===== config.mk =====
export PLATFORM = sky130hd
export DESIGN_NAME = mem_port_arbiter
export DESIGN_NICKNAME = d
export VERILOG_FILES = /design/src/rtl/mem_port_arbiter.sv
export SDC_FILE = /design/constraint.sdc
export NUM_CORES = 1
export LEC_CHECK = 0
export BUFFER_PORTS_ARGS = -buffer_cell sky130_fd_sc_hd__buf_2
export CAP_MARGIN = 20
export CORE_AREA = 2 2 102 104
export CTS_BUF_LIST = sky130_fd_sc_hd__clkbuf_8
export CTS_CLUSTER_DIAMETER = 40
export DETAILED_ROUTE_END_ITERATION = 8
export DIE_AREA = 0 0 104 106
export HOLD_SLACK_MARGIN = 0.1
export PLACE_DENSITY = 0.45
export RECOVER_POWER = 25
export SYNTH_ARGS = -nofsm -noshare
export SYNTH_HDL_FRONTEND = slang
export SYNTH_SLANG_ARGS = --single-unit

===== constraint.sdc =====
create_clock -name clk_i -period 1.45 [get_ports clk_i]
set_input_delay 0.0725 -clock clk_i [delete_from_list [all_inputs] [get_ports clk_i]]
set_output_delay 0.0725 -clock clk_i [all_outputs]
set_load 0.03 [all_outputs]

===== src/rtl/mem_port_arbiter.sv =====
// Shares one single-port memory between instruction fetch (IF) and data (D) requesters,
// with one outstanding read of fixed latency. Optional macro ARB_ROUND_ROBIN_EN enables tie rotation.
module mem_port_arbiter #(
  parameter int ADDR_W  = 32,
  parameter int DATA_W  = 32,
  parameter int MEM_LAT = 2
) (
  input  logic              clk_i,
  input  logic              rstn_i,
  input  logic              if_req_i,
  input  logic [ADDR_W-1:0] if_addr_i,
  output logic              if_gnt_o,
  output logic              if_rvalid_o,
  output logic [DATA_W-1:0] if_rdata_o,
  input  logic              d_req_i,
  input  logic              d_we_i,
  input  logic [ADDR_W-1:0] d_addr_i,
  input  logic [DATA_W-1:0] d_wdata_i,
  output logic              d_gnt_o,
  output logic              d_rvalid_o,
  output logic [DATA_W-1:0] d_rdata_o,
  output logic              mem_re_o,
  output logic              mem_we_o,
  output logic [ADDR_W-1:0] mem_addr_o,
  output logic [DATA_W-1:0] mem_wdata_o,
  input  logic [DATA_W-1:0] mem_rdata_i,
  output logic              busy_o
);

  localparam int CNT_W = (MEM_LAT < 1) ? 1 : $clog2(MEM_LAT + 1);

  generate
    if (MEM_LAT < 1) begin : g_lat_chk
      $error("mem_port_arbiter: MEM_LAT must be >= 1");
    end
  endgenerate

  typedef enum logic {IDLE, RD_WAIT} state_t;

  state_t           state_q, state_d;
  logic [CNT_W-1:0] cnt_q, cnt_d;
  logic             owner_q, owner_d;  // 1 = D port owns the in-flight read
  logic             d_win;
  logic             idle_grant;
  logic             grant_rd;

  // Outputs are gated by rstn_i so that everything reads 0 while reset is held.
  assign idle_grant = (state_q == IDLE) && rstn_i && (if_req_i || d_req_i);
  assign grant_rd   = idle_grant && !(d_win && d_we_i);

`ifdef ARB_ROUND_ROBIN_EN
  logic last_owner_q, last_owner_d;

  // On a tie the port that was not granted last wins.
  assign d_win        = d_req_i && (!if_req_i || !last_owner_q);
  assign last_owner_d = idle_grant ? d_win : last_owner_q;

  always_ff @(posedge clk_i) begin
    if (!rstn_i) begin
      last_owner_q <= 1'b1;
    end else begin
      last_owner_q <= last_owner_d;
    end
  end
`else
  assign d_win = d_req_i;
`endif

  always_ff @(posedge clk_i) begin
    if (!rstn_i) begin
      state_q <= IDLE;
      cnt_q   <= '0;
      owner_q <= 1'b0;
    end else begin
      state_q <= state_d;
      cnt_q   <= cnt_d;
      owner_q <= owner_d;
    end
  end

  always_comb begin
    state_d = state_q;
    cnt_d   = cnt_q;
    owner_d = owner_q;
    case (state_q)
      IDLE: begin
        if (grant_rd) begin
          state_d = RD_WAIT;
          cnt_d   = CNT_W'(MEM_LAT - 1);
          owner_d = d_win;
        end
      end
      RD_WAIT: begin
        if (cnt_q == '0) begin
          state_d = IDLE;
        end else begin
          cnt_d = cnt_q - CNT_W'(1);
        end
      end
      default: state_d = IDLE;
    endcase
  end

  always_comb begin
    if_gnt_o    = 1'b0;
    d_gnt_o     = 1'b0;
    if_rvalid_o = 1'b0;
    d_rvalid_o  = 1'b0;
    if_rdata_o  = '0;
    d_rdata_o   = '0;
    mem_re_o    = 1'b0;
    mem_we_o    = 1'b0;
    mem_addr_o  = '0;
    mem_wdata_o = '0;
    busy_o      = rstn_i && (state_q == RD_WAIT);
    if (idle_grant) begin
      if (d_win) begin
        d_gnt_o     = 1'b1;
        mem_addr_o  = d_addr_i;
        mem_wdata_o = d_wdata_i;
        mem_we_o    = d_we_i;
        mem_re_o    = !d_we_i;
      end else begin
        if_gnt_o    = 1'b1;
        mem_addr_o  = if_addr_i;
        mem_re_o    = 1'b1;
      end
    end else if (rstn_i && (state_q == RD_WAIT) && (cnt_q == '0)) begin
      if (owner_q) begin
        d_rvalid_o = 1'b1;
        d_rdata_o  = mem_rdata_i;
      end else begin
        if_rvalid_o = 1'b1;
        if_rdata_o  = mem_rdata_i;
      end
    end
  end

endmodule

# [Yosys cells after proc, flatten, opt, wreduce, memory -nomap -nowiden]
# Index checks and enable logic that the tools add are counted.
[word_totals] input_bits=133 ff_bits=4 word_cells=49 out_inout_bits=135
[op_classes] add_sub_neg=1 n_mux=30 bitwise=1 n_reduce_logical=12 eq_ne=2
[op_table] cell="2-to-1 mux 32 bit" n=10
[op_table] cell="2-to-1 mux 1 bit" n=16
[op_table] cell="logical AND 1 bit" n=6
[op_table] cell="2-to-1 mux 2 bit" n=2
[op_table] cell="!= test 2 bit (second input constant)" n=2
[op_table] cell="case mux 2 bit (2 select lines)" n=1
[op_table] cell="AND reduction 2 bit" n=2
[op_table] cell="logical NOT 1 bit" n=2
[op_table] cell="logical NOT 2 bit" n=1
[op_table] cell="case mux 1 bit (2 select lines)" n=1
[op_table] cell="subtractor 2 x 1 -> 2 bit (second input constant)" n=1
[op_table] cell="logical OR 1 bit" n=1
[op_table] cell="NOT 1 bit" n=1

# [Logic depth before layout (Yosys ltp)]
# Gate-level depths: netlist of the first run.
[depth] word_depth=6 mapped_depth=6 mapped_depth_nobuf=5

# [Least setup slack after synthesis of the first run]
# OpenSTA, ideal clock, no wires.
[synth_timing] path_kind="reg2out" startpoint="reg cnt_q[0]" endpoint="out d_rdata_o[22]" path_slack_ns=-0.047 stages_incl_launch_ff=7 arrival_ns=1.425 path_cell_list="dfxtp_1 inv_1 ha_1 nand3_1 nor2_2 buf_2 and2_1"
[synth_between] elab_chain_cells=4
[synth_lines] item="start: declaration" line_no="41" rtl="logic [CNT_W-1:0] cnt_q, cnt_d;"
[synth_lines] item="start signal: assignment" line_no="76" rtl="cnt_q <= cnt_d;"
[synth_lines] item="logical NOT 2 bit" line_no="128" rtl="end else if (rstn_i && (state_q == RD_WAIT) && (cnt_q == '0)) begin"
[synth_lines] item="logical AND 1 bit" line_no="128"
[synth_lines] item="2-to-1 mux 32 bit" line_no="128"
[synth_lines] item="2-to-1 mux 32 bit" line_no="116" rtl="if (idle_grant) begin"
[synth_lines] item="end: declaration" line_no="21" rtl="output logic [DATA_W-1:0] d_rdata_o,"
# No other way between the ends.

# [Worst setup path in the final report of the first run]
[layout_timing] startpoint="reg state_q" endpoint="out mem_addr_o[10]"
[layout_between] elab_chain_cells=4
[layout_lines] item="start: declaration" line_no="40" rtl="state_t state_q, state_d;"
[layout_lines] item="start signal: assignment" line_no="75" rtl="state_q <= state_d;"
[layout_lines] item="NOT 1 bit"
[layout_lines] item="logical AND 1 bit (2 in series)" line_no="48" rtl="assign idle_grant = (state_q == IDLE) && rstn_i && (if_req_i || d_req_i);"
[layout_lines] item="2-to-1 mux 32 bit" line_no="116"
[layout_lines] item="end: declaration" line_no="24" rtl="output logic [ADDR_W-1:0] mem_addr_o,"
# No other way between the ends.

==> metrics.cfg, run 1 <==
[status]
status=finished, violations left
violations=negative setup slack

[synth]
synth_ff_type=dfxtp_1
ys_top_cells_by_count=and2_1 (98), a22o_1 (32), buf_2 (8), inv_1 (5)
yosysTopAreaCell=and2_1
synth.most_common_cell=and2_1
yosys_warnings=0
ys_seq_area_share_pct=6.262
synthTopCellsByArea=and2_1 (48%), a22o_1 (22%), dfxtp_1 (6.3%)
syn_area_um2=1279
postSynthAreaPerCell_um2=7.065
syn_inst=181
syn_nets=315
yosysTopAreaCellShare_pct=47.95
ys_types=23
synth-async-reset-ratio_pct=0
synth_edf_count=0
ys_ff_latch=4

[finish]
nNetsFinal=595
final_area_um2=4014
num_antenna_cells=0
n_fill_cell=1015
drive_above_1_share_pct=79.96
final_core_util_pct=40.14
area_delta_synth_final_pct=213.9

[global_routing]
grt_max_degree=34
antenna_found_initial=0
overflow=0
grtUsageTotal_pct=12.16
grt_pass1_wl_um=11120
first_global_vias=2206

[power]
powerDensity_nw_per_um2=407.8
power_w=0.001637
share_comb_of_total_power_pct=77.4
swShare_pct=42.49
seqPwrFrac_pct=7.9
p_switching_w=0.0006955
p_clk_share_pct=14.7
p_leak_nw=2.140
cellInternalPower_w=0.0009412
vdd_ir_drop_max_mv=0.2664

[sta]
setup_viol=129
fmax_mhz=642.0
fin_crit_sh_pct=107.4
slew_headroom_pct=74.90
tightest_slew_ns=0.3781
hold_viol=0
setup_slack_ns=-0.1076
post-route-min-period_ns=1.558
hold_slack_ns=0.1643
finClkSkew_ns=0.002353
rsz0062_at_grt=yes
slew_violations=0

[detailed_routing]
drc=0
drtIter0Drc=116
ant_nets=0
drt-pass1-iter-count=4
num_vias=2399
wl_um=8587
wl_per_cell_um=14.43
via_per_inst=4.032

[clock_network]
insertion_delay_ns=0.22
htree_levels=1
cts_tree=done
clock-sinks=4
cts_made_buffers=3
clk_path_buf_depth=2
root_buffer=clkbuf_8
ctsHoldBuffers=0
cts.clk_slew.worst_paths_ns=0.03

[flow_run]
drv_cap=0

[hold_path]
hold_path_class=input port to register

[setup_path]
slowest_delay_ns=0.33
path_max_fanout=6
crit_path_cell_trace=nand2b_4 -> nor2_4 -> buf_6 -> buf_12 -> a22o_1 -> buf_6
path_common_cell=buf_6
critPathLaunchType=register
path_class=register to primary output
rrSetupSlack_ns=0.13
path_buf_inv=3
arrival_ns=1.49
required_ns=1.38
cp_slowest_cell=dfxtp_4
critPathCaptureType=primary output
path_delay_family=buffers and inverters

[placement]
placed_cell_area_um2=2799
gp_congestion=0.8184
numPortBuffers=267
hpwl_um=5715

[die]
die_area_um2=11020
start_util_pct=12.79
die_w_um=104
core_area_um2=10000
io_pins=268
num_rows=37
die_h_um=106

==> worst paths after layout <==
kind                                             from                     to  depth (start not counted)
worst max-delay path               state_q$_SDFF_PN0_         mem_addr_o[10]                          6
worst min register to register   owner_q$_SDFFE_PN0P_   owner_q$_SDFFE_PN0P_                          2
worst max register to register  cnt_q[1]$_SDFFE_PN0P_  cnt_q[1]$_SDFFE_PN0P_                          7
worst min-delay path                          d_req_i   owner_q$_SDFFE_PN0P_                          3
==> routing by layer <==
metal	GRT usage, %	up-vias	routed length, µm
met5	0	-	0
met3	2.452	11	598
met1	13.36	1099	3255
met2	23.68	123	4607
met4	3.089	0	126
li1	-	1166	-
==> cells in the final DEF (no fill, tap or decap), drive strengths merged, types with 3 or more instances in the layout <==
master	synthesis	layout
a21oi	3	3
buf	16	285
clkbuf	1	10
nand2b	3	3
a22o	32	32
and2	98	98
nor2	6	6
o21ai	3	3
dfxtp	4	4
inv	5	5
==> power groups by stage <==
stage / combinational [W] / clock (W) / sequential [W]
6_report: 0.00127 / 0.000241 / 0.000129
3_5_place_dp: 0.000896 / 0 / 0.000132
4_1_cts: 0.00109 / 0.000252 / 0.000127
3_3_place_gp: 0.000892 / 0 / 0.000132
5_1_grt: 0.00134 / 0.000261 / 0.000130
2_1_floorplan: 0.000539 / 0 / 0.000128
==> tightest hold or removal path, delay by kind of cell <==
kind / cells / cell delay, ns
buffers and inverters: 1 / 0.13
AOI/OAI and AO/OA: 2 / 0.13
==> state kept, by name (all words and copies together), names as in the netlist <==
name	cells
cnt_q	2
state_q	1
owner_q	1
==> stage by stage <==
step | worst slack [ns] | std cells | TNS [ns]
after global placement | 0.02367 | 575 | 0
final | -0.1076 | 595 | -7.085
after detailed placement | 0.02859 | 575 | 0
after CTS | -0.1135 | 583 | -10.44
after global routing | -0.1904 | 595 | -16.85
after floorplan | 0.01485 | 181 | 0
==> logic make-up after synthesis <==
logic type	after synthesis	synth area share (%)
flip-flops	4	6.262
buffers and inverters	22	10.76
AO/OA/AOI/OAI	40	25.73
AND/OR/NAND/NOR	114	56.26
adder cells (fa/ha/maj)	1	0.9783
==> final cells by class <==
type | count | area, µm² | area share (%)
inverters | 5 | 18.77 | 0.4676
flip-flops and latches | 4 | 85.08 | 2.120
multi-input cells | 155 | 1234 | 30.74
repair buffers | 292 | 2465 | 61.41
clock buffers | 3 | 41.29 | 1.029
well taps | 136 | 170.2 | 4.239
==> what timing repair did <==
item / in CTS / in global routing
pin swaps: 2 / 42
buffers inserted: 2 / 3
endpoints found under the setup margin: 133 / 132
cloned: 3 / 9
resized for setup: 167 / 145
Note: power is estimated with default switching activity, not from simulation.
==> run 2: changes to the inputs <==
CTS_CLUSTER_SIZE = 8   (was unset)
PLACE_DENSITY = unset   (was 0.45)
==> metrics.cfg, run 2 (synthesis results as in run 1) <==
[status]
status=finished, violations left
violations=negative setup slack

[sta]
setup_viol=109  ; -16%
slew_violations=0  ; unchanged
slew_headroom_pct=76.05  ; +1.2 points
hold_viol=0  ; unchanged
tightest_slew_ns=0.3608  ; -0.01735 ns
fin_tns_setup_ns=-7.247  ; -0.1616 ns
post-route-min-period_ns=1.595  ; +0.03715 ns
setup_slack_ns=-0.1448  ; -0.03715 ns
rsz0062_at_grt=yes
finClkSkew_ns=0.004876  ; +0.002523 ns
fin_crit_sh_pct=110.0  ; +2.6 points
fmax_mhz=627.0  ; -2.3%

[power]
powerDensity_nw_per_um2=396.2  ; -2.8%
vdd_ir_drop_max_mv=0.9722  ; +260%
p_leak_nw=2.141  ; about the same

[hold_path]
hold_start=d_req_i
hold_path_class=input port to register
whs_path_depth=3  ; unchanged
min_to=owner_q$_SDFFE_PN0P_

[clock_network]
cts_tree=done
root_buffer=clkbuf_8
htree_levels=1  ; unchanged
insertion_delay_ns=0.22  ; about the same
cts_made_buffers=3  ; unchanged
clock-sinks=4  ; unchanged
cts.clk_slew.worst_paths_ns=0.03  ; about the same
clk_path_buf_depth=2  ; unchanged
ctsHoldBuffers=0  ; unchanged

[finish]
num_antenna_cells=0  ; unchanged
nNetsFinal=592  ; -0.50%
largest_reg_flops=2  ; unchanged
final_cell_mix=buf_2 (135), buf_6 (130), and2_4 (59)
regMostFlops=cnt_q
final_area_um2=4096  ; +2.1%
layout_commonest_cell=buf_2
n_fill_cell=1017  ; +0.20%
drive_above_1_share_pct=81.14  ; +1.2 points
area_delta_synth_final_pct=220.4
largestRegisters=cnt_q: 2 flops, owner_q: 1 flops, state_q: 1 flops

[die]
core_area_um2=10000  ; unchanged
die_area_um2=11020  ; unchanged
num_rows=37  ; unchanged
io_pins=268  ; unchanged
die_h_um=106  ; unchanged
die_w_um=104  ; unchanged
start_util_pct=12.79  ; unchanged

[detailed_routing]
wl_met2_um=4926  ; +6.9%
dr_wl_met3_um=586  ; -2.0%
drt-pass1-iter-count=4  ; unchanged
wl_um=9308  ; +8.4%
num_vias=2460  ; +2.5%
drt-met1-wl_um=3755  ; +15%
drtIter0Drc=97  ; -16%
drc=0  ; unchanged
wl_per_cell_um=15.72  ; +8.9%
routed.top_layer=met4
via_per_inst=4.155  ; +3.1%
ant_nets=0  ; unchanged

[setup_path]
critPathCaptureType=primary output
path_class=register to primary output
r2r_start=cnt_q[0]$_SDFFE_PN0P_
rrSetupSlack_ns=0.10  ; -0.03 ns
arrival_ns=1.52  ; +0.03 ns
rr_worst_depth=7  ; unchanged
critPathLaunchType=register
required_ns=1.38  ; about the same
worstReg2RegEnd=cnt_q[1]$_SDFFE_PN0P_
path_max_fanout=8  ; +2

[placement]
pre_cts_ws_ns=0.07973  ; +0.05114 ns
numPortBuffers=267  ; unchanged
hpwl_um=5845  ; +2.3%
placed_cell_area_um2=2791  ; -0.27%
gp_congestion=0.7940  ; -3.0%

[flow_run]
drv_cap=0  ; unchanged

[global_routing]
grtUsageTotal_pct=12.17  ; about the same
antenna_found_initial=0  ; unchanged
grt_pass1_wl_um=11250  ; +1.2%
overflow=0  ; unchanged
grt_max_degree=34  ; unchanged
first_global_vias=2232  ; +1.2%

-- run 2: changes by cell type in the layout (fill, tap and decap cells not counted), sizes merged --
cell,delta
buf,-3
-- run 2: report_power, final --
part | internal, W | switching (W) | total [W]
logic | 0.000623 | 0.000636 | 0.00126
clock network | 0.000177 | 0.0000576 | 0.000235
registers | 0.000123 | 0.00000734 | 0.000130
-- run 2: worst max path at each step --
| stage | from | end | slack (ns) |
|---|---|---|---|
| after detailed placement | cnt_q[1]$_SDFFE_PN0P_ | d_rdata_o[7] | 0.08 |
| after floorplan | cnt_q[0]$_SDFFE_PN0P_ | d_rdata_o[22] | 0.01 |
| after global routing | cnt_q[0]$_SDFFE_PN0P_ | d_rdata_o[25] | -0.21 |
| after global placement | cnt_q[0]$_SDFFE_PN0P_ | d_rdata_o[7] | 0.10 |
| final | cnt_q[0]$_SDFFE_PN0P_ | d_rdata_o[7] | -0.14 |
| after CTS | state_q$_SDFF_PN0_ | mem_we_o | -0.12 |
-- run 2: worst max-delay path: stages, from the launching register on --
cell and delay (ns):
dfxtp_2 0.31, inv_2 0.06, ha_4 0.14, nand3_4 0.10
nor2_4 0.13, buf_12 0.14, clkbuf_16 0.15, and2_4 0.14
buf_6 0.12
-- run 2: layout make-up --
class                   count  area [µm²]  share of cell area [%]
repair buffers            289        2522                   61.58
multi-input cells         155        1260                   30.76
clock buffers               3       41.29                   1.008
inverters                   5       18.77                  0.4582
flip-flops and latches      4       83.83                   2.046
well taps                 136       170.2                   4.154
-- run 2: per-layer routing --
metal  GRT usage [%]  vias to the layer above
li1                -                     1159
met1           15.24                     1163
met2           22.74                      134
met3           2.391                        4
met4          0.2896                        0
met5               0                        -
-- run 2: stage by stage --
stage	utilization (%)	total power, W	hold slack (ns)	cells
CTS	33.18	0.001419	0.1744	583
global placement	27.92	0.001014	0.3827	574
floorplan	-	0.0006670	0.2109	181
finish	40.97	0.001623	0.1715	592
global route	40.97	0.001700	0.1874	592
detailed placement	27.92	0.001026	0.3885	574
-- run 2: repair_timing --
item	CTS	global route
pin swaps	0	37
resized for setup	139	231
cloned	3	6
setup buffers	3	4
setup endpoints to repair	132	132
